===== src/rtl/code_serializer_pkg.sv =====
// Shared constants, FSM encodings and helpers for the code serializer slice.
package code_serializer_pkg;

  localparam int FRAME_BITS = 8;
  localparam int DATA_BITS  = 5;

  localparam logic START_LVL = 1'b0;
  localparam logic STOP_LVL  = 1'b1;

  typedef logic [2:0] state_t;

  localparam state_t ST_IDLE   = 3'd0;
  localparam state_t ST_START  = 3'd1;
  localparam state_t ST_DATA   = 3'd2;
  localparam state_t ST_PARITY = 3'd3;
  localparam state_t ST_STOP   = 3'd4;

  function automatic logic even_parity(input logic [DATA_BITS-1:0] word);
    return ^word;
  endfunction

endpackage


===== src/rtl/code_fifo.sv =====
// Small synchronous FIFO; a push into a full FIFO is accepted only when a pop
// happens on the same edge. Flags are registered and track post-edge occupancy.
module code_fifo #(
  parameter int DEPTH = 4,
  parameter int WIDTH = 5
) (
  input  logic             clk,
  input  logic             reset,
  input  logic             push,
  input  logic             pop,
  input  logic [WIDTH-1:0] din,
  output logic [WIDTH-1:0] dout,
  output logic             empty,
  output logic             full
);

  localparam int PTR_W = $clog2(DEPTH);
  localparam logic [PTR_W:0]   FULL_CNT = (PTR_W+1)'(DEPTH);
  localparam logic [PTR_W:0]   CNT_ONE  = (PTR_W+1)'(1'b1);
  localparam logic [PTR_W-1:0] PTR_ONE  = PTR_W'(1'b1);

  logic [WIDTH-1:0] mem_r [DEPTH];
  logic [PTR_W-1:0] wr_ptr_r;
  logic [PTR_W-1:0] rd_ptr_r;
  logic [PTR_W:0]   count_r;
  logic [PTR_W:0]   count_next_s;
  logic             do_push_s;
  logic             do_pop_s;

  assign dout = mem_r[rd_ptr_r];

  // Qualify requests against occupancy and compute the next count.
  always_comb begin
    do_pop_s     = pop && (count_r != '0);
    do_push_s    = push && ((count_r != FULL_CNT) || do_pop_s);
    count_next_s = count_r;
    case ({do_push_s, do_pop_s})
      2'b10:   count_next_s = count_r + CNT_ONE;
      2'b01:   count_next_s = count_r - CNT_ONE;
      default: count_next_s = count_r;
    endcase
  end

  // Pointers, occupancy and registered flags.
  always_ff @(posedge clk or posedge reset) begin
    if (reset) begin
      wr_ptr_r <= '0;
      rd_ptr_r <= '0;
      count_r  <= '0;
      empty    <= 1'b1;
      full     <= 1'b0;
    end else begin
      if (do_push_s) wr_ptr_r <= wr_ptr_r + PTR_ONE;
      if (do_pop_s)  rd_ptr_r <= rd_ptr_r + PTR_ONE;
      count_r <= count_next_s;
      empty   <= (count_next_s == '0);
      full    <= (count_next_s == FULL_CNT);
    end
  end

  // Storage array; contents need no reset since the pointers gate visibility.
  always_ff @(posedge clk) begin
    if (do_push_s) mem_r[wr_ptr_r] <= din;
  end

endmodule


===== src/rtl/code_serializer.sv =====
// Captures 5-bit code words on the rising edge of ready, buffers them, and
// sends each as an 8-bit frame: start, v..z, even parity, stop.
module code_serializer
  import code_serializer_pkg::*;
#(
  parameter int DEPTH      = 4,
  parameter int BIT_CYCLES = 4,
  parameter int CNT_W      = 8
) (
  input  logic             clk,
  input  logic             reset,
  input  logic             ready,
  input  logic             in_v,
  input  logic             in_w,
  input  logic             in_x,
  input  logic             in_y,
  input  logic             in_z,
  output logic             tx,
  output logic             busy,
  output logic             fifo_empty,
  output logic             fifo_full,
  output logic             overflow,
  output logic [CNT_W-1:0] frames_sent
);

  localparam int TIMER_W = (BIT_CYCLES > 1) ? $clog2(BIT_CYCLES) : 1;
  localparam logic [TIMER_W-1:0] TIMER_LOAD = TIMER_W'(BIT_CYCLES - 1);
  localparam logic [TIMER_W-1:0] TIMER_ONE  = TIMER_W'(1'b1);
  localparam logic [CNT_W-1:0]   CNT_ONE    = CNT_W'(1'b1);
  localparam logic [2:0]         LAST_BIT   = 3'(DATA_BITS - 1);

  logic                 ready_q_r;
  logic                 push_req_s;
  logic                 pop_s;
  logic [DATA_BITS-1:0] word_s;
  logic [DATA_BITS-1:0] fifo_dout_s;
  logic                 overflow_r;
  state_t               state_r;
  state_t               state_next_s;
  logic                 busy_r;
  logic [TIMER_W-1:0]   timer_r;
  logic                 timer_done_s;
  logic [2:0]           bit_idx_r;
  logic [DATA_BITS-1:0] shift_r;
  logic                 parity_r;
  logic [CNT_W-1:0]     frames_r;

  assign word_s       = {in_v, in_w, in_x, in_y, in_z};
  assign push_req_s   = ready && !ready_q_r;
  assign timer_done_s = (timer_r == '0);
  assign busy         = busy_r;
  assign overflow     = overflow_r;
  assign frames_sent  = frames_r;

  code_fifo #(
    .DEPTH(DEPTH),
    .WIDTH(DATA_BITS)
  ) u_fifo (
    .clk  (clk),
    .reset(reset),
    .push (push_req_s),
    .pop  (pop_s),
    .din  (word_s),
    .dout (fifo_dout_s),
    .empty(fifo_empty),
    .full (fifo_full)
  );

  // Ready edge detector and sticky drop flag (a full FIFO without a same-edge pop drops).
  always_ff @(posedge clk or posedge reset) begin
    if (reset) begin
      ready_q_r  <= 1'b0;
      overflow_r <= 1'b0;
    end else begin
      ready_q_r <= ready;
      if (push_req_s && fifo_full && !pop_s) overflow_r <= 1'b1;
    end
  end

  // Next-state and pop decision; a word is popped only from IDLE.
  always_comb begin
    state_next_s = state_r;
    pop_s        = 1'b0;
    case (state_r)
      ST_IDLE: begin
        if (!fifo_empty) begin
          state_next_s = ST_START;
          pop_s        = 1'b1;
        end else begin
          state_next_s = ST_IDLE;
        end
      end
      ST_START: begin
        if (timer_done_s) state_next_s = ST_DATA;
        else              state_next_s = ST_START;
      end
      ST_DATA: begin
        if (timer_done_s && (bit_idx_r == LAST_BIT)) state_next_s = ST_PARITY;
        else                                         state_next_s = ST_DATA;
      end
      ST_PARITY: begin
        if (timer_done_s) state_next_s = ST_STOP;
        else              state_next_s = ST_PARITY;
      end
      ST_STOP: begin
        if (timer_done_s) state_next_s = ST_IDLE;
        else              state_next_s = ST_STOP;
      end
      default: state_next_s = ST_IDLE;
    endcase
  end

  // Line level follows the state directly so reset forces it high without a clock.
  always_comb begin
    tx = STOP_LVL;
    case (state_r)
      ST_START:  tx = START_LVL;
      ST_DATA:   tx = shift_r[DATA_BITS-1];
      ST_PARITY: tx = parity_r;
      ST_STOP:   tx = STOP_LVL;
      default:   tx = STOP_LVL;
    endcase
  end

  // FSM state, bit timer, shift register and completed-frame counter.
  always_ff @(posedge clk or posedge reset) begin
    if (reset) begin
      state_r   <= ST_IDLE;
      busy_r    <= 1'b0;
      timer_r   <= '0;
      bit_idx_r <= '0;
      shift_r   <= '0;
      parity_r  <= 1'b0;
      frames_r  <= '0;
    end else begin
      state_r <= state_next_s;
      busy_r  <= (state_next_s != ST_IDLE);
      if (pop_s) begin
        shift_r   <= fifo_dout_s;
        parity_r  <= even_parity(fifo_dout_s);
        timer_r   <= TIMER_LOAD;
        bit_idx_r <= '0;
      end else if (state_r != ST_IDLE) begin
        if (timer_done_s) begin
          timer_r <= TIMER_LOAD;
          if (state_r == ST_DATA) begin
            shift_r   <= {shift_r[DATA_BITS-2:0], 1'b0};
            bit_idx_r <= bit_idx_r + 3'd1;
          end
          if (state_r == ST_STOP) frames_r <= frames_r + CNT_ONE;
        end else begin
          timer_r <= timer_r - TIMER_ONE;
        end
      end
    end
  end

endmodule


===== config.mk =====
export PLATFORM = sky130hd
export DESIGN_NAME = code_serializer
export DESIGN_NICKNAME = d
export VERILOG_FILES = /design/src/rtl/code_serializer_pkg.sv /design/src/rtl/code_fifo.sv /design/src/rtl/code_serializer.sv
export SDC_FILE = /design/constraint.sdc
export NUM_CORES = 1
export LEC_CHECK = 0
export ABC_AREA = 1
export CORE_UTILIZATION = 35
export CTS_BUF_LIST = sky130_fd_sc_hd__clkbuf_4 sky130_fd_sc_hd__clkbuf_8 sky130_fd_sc_hd__clkbuf_16
export CTS_CLUSTER_SIZE = 40
export DETAILED_ROUTE_END_ITERATION = 16
export DONT_BUFFER_PORTS = 1
export SLEW_MARGIN = 20
export SYNTH_ARGS = -nofsm -noshare
export SYNTH_HDL_FRONTEND = slang
export SYNTH_SLANG_ARGS = --single-unit

===== constraint.sdc =====
create_clock -name clk -period 1.99 [get_ports clk]
set_clock_uncertainty 0.15 [all_clocks]
set_input_delay 0 -clock clk [delete_from_list [all_inputs] [get_ports clk]]
set_output_delay 0 -clock clk [all_outputs]
set_load 0.1 [all_outputs]

# [Word level (Yosys, flattened, before mapping)]
# Memories as Yosys holds them, arrays and structs flattened.
# Cells that the tools add are included.
[classes] addsub=7 n_eq_ne=9 muxes=23 n_bitwise=1 n_reduce_logical=21
[op_table] cell="2-to-1 mux 5 bit" count=4
[op_table] cell="2-to-1 mux 3 bit" count=6
[op_table] cell="one-hot mux 3 bit (5 select lines)" count=1
[op_table] cell="equality test 3 bit, second input constant" count=3
[op_table] cell="nonzero test 3 bit" count=3
[op_table] cell="adder 8 x 1 -> 8 bit, second input constant" count=1
[op_table] cell="2-to-1 mux 2 bit" count=4
[op_table] cell="adder 3 x 1 -> 3 bit, second input constant" count=2
[op_table] cell="equality test 3 x 2 -> 1 bit, second input constant" count=2
[op_table] cell="logical AND 1 bit" count=6
[op_table] cell="logical NOT 3 bit" count=2
[op_table] cell="2-to-1 mux 1 bit" count=6
[op_table] cell="one-hot mux 3 bit (2 select lines)" count=1
[op_table] cell="nonzero test 2 bit" count=3
[op_table] cell="parity 5 bit" count=1
[op_table] cell="adder 2 x 1 -> 2 bit, second input constant" count=2
[op_table] cell="AND reduction 4 bit" count=1
[op_table] cell="equality test 3 x 1 -> 1 bit, second input constant" count=1
[op_table] cell="!= test 3 bit, second input constant" count=1
[op_table] cell="one-hot mux 1 bit (3 select lines)" count=1
[op_table] cell="AND reduction 3 bit" count=1
[op_table] cell="subtractor 3 x 1 -> 3 bit, second input constant" count=1
[op_table] cell="equality test 2 x 1 -> 1 bit, second input constant" count=1
[op_table] cell="equality test 2 bit, second input constant" count=1
[op_table] cell="5 further kinds" count=6
[word_totals] regBits=34 mem_bits_rw=20 inputBits=8 word_cells=76 mem_count=1
[memory_table] memory="u_fifo.mem_r" depth=4 width=5 rd=1 rd_ports_with_merged_regs=0 wr=1 line="code_fifo.sv:22" source="logic [WIDTH-1:0] mem_r [DEPTH];"

# [Depth between registers and ports, before layout]
[logic_depth] depth_word=8 depth_mapped=13

# [Cells and area by module]
# A second synthesis with hierarchy kept.
[unflattened] cells_unflattened=301 area_unflattened_um2=2706.3
[modules_own_cells] module="code_serializer" n_inst=1 cells_per_inst=185 area_per_inst_um2=1425.1
[modules_own_cells] module="code_fifo" n_inst=1 cells_per_inst=116 area_per_inst_um2=1281.2

# [Least setup slack after synthesis]
# No wires, ideal clock.
[synth_path] path_type="reg2reg" from="reg state_r[1]" to="reg u_fifo.empty" setup_ns=0.064 t_arrival_ns=1.832 setup_slack_ns=-0.056 stages_incl_launch_ff=13 synth_period_minus_slack_ns=2.046 cell_sequence="dfrtp_1 -> nor2_4 -> nand2_4 -> nor2_8 -> nand3_2 -> fa_1 -> inv_1 -> nand3_1 -> nand2_2 -> clkinv_1 -> nand3_1 -> nand2_2 -> nor2_2"
[synth_between] elab_chain_cells=8 word_cells_on_any_way=9
[synth_rtl] element="start, declared" line="code_serializer.sv:38" source="state_t state_r;"
[synth_rtl] element="start signal, assigned" line="code_serializer.sv:136" source="state_r <= state_next_s;"
[synth_rtl] element="logical NOT 3 bit (*)" line="code_serializer.sv:84" source="case (state_r)"
[synth_rtl] element="2-to-1 mux 1 bit (*)" line="code_serializer.sv:84"
[synth_rtl] element="logical AND 1 bit (*)" line="code_fifo.sv:34" source="do_pop_s = pop && (count_r != '0);"
[synth_rtl] element="logical OR 1 bit" line="code_fifo.sv:35" source="do_push_s = push && ((count_r != FULL_CNT) || do_pop_s);"
[synth_rtl] element="logical AND 1 bit" line="code_fifo.sv:35"
[synth_rtl] element="equality test 2 x 1 -> 1 bit / equality test 2 bit (equally long branches)" line="code_fifo.sv:37" source="case ({do_push_s, do_pop_s})"
[synth_rtl] element="one-hot mux 3 bit (2 select lines) (*)" line="code_fifo.sv:37"
[synth_rtl] element="via u_fifo.count_next_s[2]" line="code_fifo.sv:26" source="logic [PTR_W:0] count_next_s;"
[synth_rtl] element="logical NOT 3 bit (*)" line="code_fifo.sv:56" source="empty <= (count_next_s == '0);"
[synth_rtl] element="end signal, assigned" line="code_fifo.sv:56"
[synth_rtl] element="end, declared" line="code_fifo.sv:13" source="output logic empty,"
# Mark *: on every way through the listed nets, which the timed path passes. The rest lies on a longest branch.
# A chain may end at the register's enable or synchronous reset.

# [Final worst setup path]
[layout_path] from="reg state_r[0]" to="reg u_fifo.empty"
# The elaborated chain is that of the path after synthesis.

==> impl_metrics.json <==
{
  "outcome": "completed",
  "worst_slew_margin_rel_pct": 71.3,
  "slowest_stage": "dfrtp_1",
  "die_y_um": 89.0,
  "drt-vias-per-instance": 4.48,
  "drive_gt1_share_pct": 20.7,
  "insertion_delay_ns": 0.30,
  "synth_cells": 287,
  "r2r_slack_ns": 0.05,
  "antenna_cells": 0,
  "worst_slack_ns": 0.0534,
  "wirelength_mm": 4.74,
  "final_common_cell": "nand2_1",
  "synth_nets": 304,
  "synth-seq-cells": 54,
  "hold_class": "primary input to asynchronous set/reset pin",
  "crit_buf_inv": 2,
  "crit_path_end_kind": "flip-flop",
  "grt_max_degree": 35,
  "core_um2": 7290,
  "fin_crit_ns": 1.94,
  "synthToLayoutAreaGrowth_pct": 20.3,
  "worst_ep_required_time_ns": 2.09,
  "fp-row-count": 31,
  "first_pass_iters": 4,
  "max_freq_ghz": 0.516,
  "numCtsBuffers": 5,
  "vias": 1915,
  "crit_path_cell_trace": "nor2_4 -> nand2_4 -> nor2_8 -> nand3_4 -> fa_2 -> inv_1 -> nand3_1 -> nand2_2 -> inv_2 -> nand3_2 -> nand2_2 -> nor2_2",
  "cts.sinks": 54,
  "portBuffers": 0,
  "place_ws_ns": 0.00663,
  "setup_viol": 0,
  "yosys_warnings": 0,
  "ioPinCount": 21,
  "grt-ovfl-total": 0,
  "max_stage_delay_ns": 0.42,
  "drcViolationCount": 0,
  "worstMarginPinSlew_ns": 0.431,
  "rr_startpoint": "state_r[0]",
  "initial_core_util_pct": 36.3,
  "drtIter0Drc": 72,
  "die_w_um": 89.0,
  "clk_pin_slew_ns": 0.09,
  "place.gp.congestion": 0.851,
  "yosysSeqAreaShare_pct": 54.8,
  "grtUsageTotal_pct": 13.8,
  "leakagePower_nw": 1.53,
  "grt_pass1_wl_mm": 8.25,
  "final_hold_viol_count": 0,
  "synth.distinct_cells": 34,
  "fin_hold_ws_ns": 0.0698,
  "grt_antenna_before_repair": 0,
  "r2r_end": "u_fifo.empty",
  "maxCapViolCount": 0,
  "fin_nets": 344,
  "powerDensity_nw_per_um2": 1530,
  "start_kind": "flip-flop",
  "worstRegToRegCells": 12,
  "worst-path-stages": 12,
  "slew_violations": 0,
  "wire_per_inst_um": 11.1,
  "crit_path_end": "u_fifo.empty",
  "cp_max_fo": 3,
  "rsz0062_at_grt": "true",
  "cts_tree": "built",
  "final_util_pct": 43.7,
  "crit_start": "state_r[0]",
  "cts_max_level": 2,
  "grt_pass1_vias": 1804,
  "die-area_um2": 7920,
  "cts_buffer_depth": 2,
  "ir_worst_vdd_uv": 430,
  "critPathTopFamily": "simple AND/OR/NAND/NOR gates",
  "final_cell_mix": "nand2_1 (82), inv_1 (33), dfrtp_1 (33), buf_4 (30)",
  "critical_path_arrival_ns": 2.03,
  "synthesis.area_um2": 2650,
  "fin_crit_sh_pct": 97.3,
  "path_common_cell": "nand2_2",
  "cts-root-buf": "clkbuf_8",
  "crit_type": "flip-flop to flip-flop",
  "hpwl_mm": 3.46,
  "ant_nets": 0,
  "syn_area_per_cell_um2": 9.23
}
per-stage QoR:
step | cells | area [um^2] | setup TNS, ns | total power [mW]
floorplan | 287 | 2660 | 0 | 3.53
global placement | 406 | 2950 | 0 | 4.03
detailed placement | 406 | 2950 | 0 | 4.06
CTS | 424 | 3150 | 0 | 4.87
global route | 427 | 3190 | -0.0705 | 5.33
finish | 427 | 3190 | 0 | 4.88
cells by family (layout without fill, tap and decap cells):
logic type,count (synthesis),after routing,synth area share [%]
AOI/OAI and AO/OA,21,21,4.91
xor gates and xnor gates,8,8,2.65
adders and majority gates,9,9,4.53
buffers and inverters,42,83,6.09
DFF,54,54,54.8
and+or+nand+nor,153,153,27.0
layout make-up:
type	count	area [um^2]
Timing Repair Buffer	37	295
Tap cell	99	124
Inverter	38	143
Fill cell	741	4110
Clock buffer	6	76.3
Multi-Input combinational cell	191	1050
Sequential cell	54	1460
Clock inverter	2	37.5
per-layer routing:
metal,global-route usage [%],share of wire (%)
met1,17.8,46
met2,22.9,50
met3,2.95,1.9
met4,5.05,1.4
met5,0,0
state kept, by name (all words and copies together) (netlist names), 3 cells and up:
signal	cells
bit_idx_r	3
u_fifo.count_r	3
state_r	3
u_fifo.mem_r	20
frames_sent	8
shift_r	5
Yosys cell counts, drive strengths merged:
cell type  count  area [um^2]
o221ai         1         8.76
xnor2          5         43.8
a21oi          4         20.0
clkbuf         1         3.75
nand2         93          392
ha             8          100
fa             1         20.0
clkinv         2         7.51
buf            3         15.0
a22oi          2         15.0
dfrtp         33          826
a31oi          1         6.26
nand4          2         12.5
o22ai          3         18.8
nand3         28          163
dfstp          1         26.3
nor2          29          143
nor3           1         5.00
a22o           1         8.76
o21ai          8         43.8
inv           36          135
edfxtp        20          601
a31o           1         8.76
xor2           3         26.3
worst register-to-register path, cell delays in order, from the launching register on:
cell	delay, ns
dfrtp_1	0.42
nor2_4	0.15
nand2_4	0.08
nor2_8	0.10
nand3_4	0.09
fa_2	0.37
inv_1	0.06
nand3_1	0.09
nand2_2	0.11
inv_2	0.04
nand3_2	0.07
nand2_2	0.06
nor2_2	0.10
power by group:
part           switching (mW)  internal [mW]
clock                   0.348          0.389
combinational            1.70          0.859
sequential              0.141           1.45
total                    2.19           2.69
what timing repair did:
item | 4_1_cts | 5_1_grt
resized for setup | 0 | 3
endpoints found under the setup margin | 2 | 4
setup buffers | 3 | 3
pin swaps | 3 | 6
cloned | 0 | 0
hold buffers | 7 | 0
hold endpoints to repair | 56 | 0
worst min-delay path by stage:
| stage | depth (start not counted) | slack (ns) | endpoint | startpoint |
|---|---|---|---|---|
| global placement | 2 | -0.13 | frames_sent[5] | reset |
| floorplan | 0 | -0.12 | ready_q_r | ready |
| detailed placement | 2 | -0.13 | ready_q_r | reset |
| finish | 3 | 0.07 | u_fifo.count_r[1] | reset |
| CTS | 3 | 0.08 | u_fifo.wr_ptr_r[1] | reset |
| global route | 3 | 0.11 | u_fifo.wr_ptr_r[1] | reset |
(Power assumes the default switching activity.)
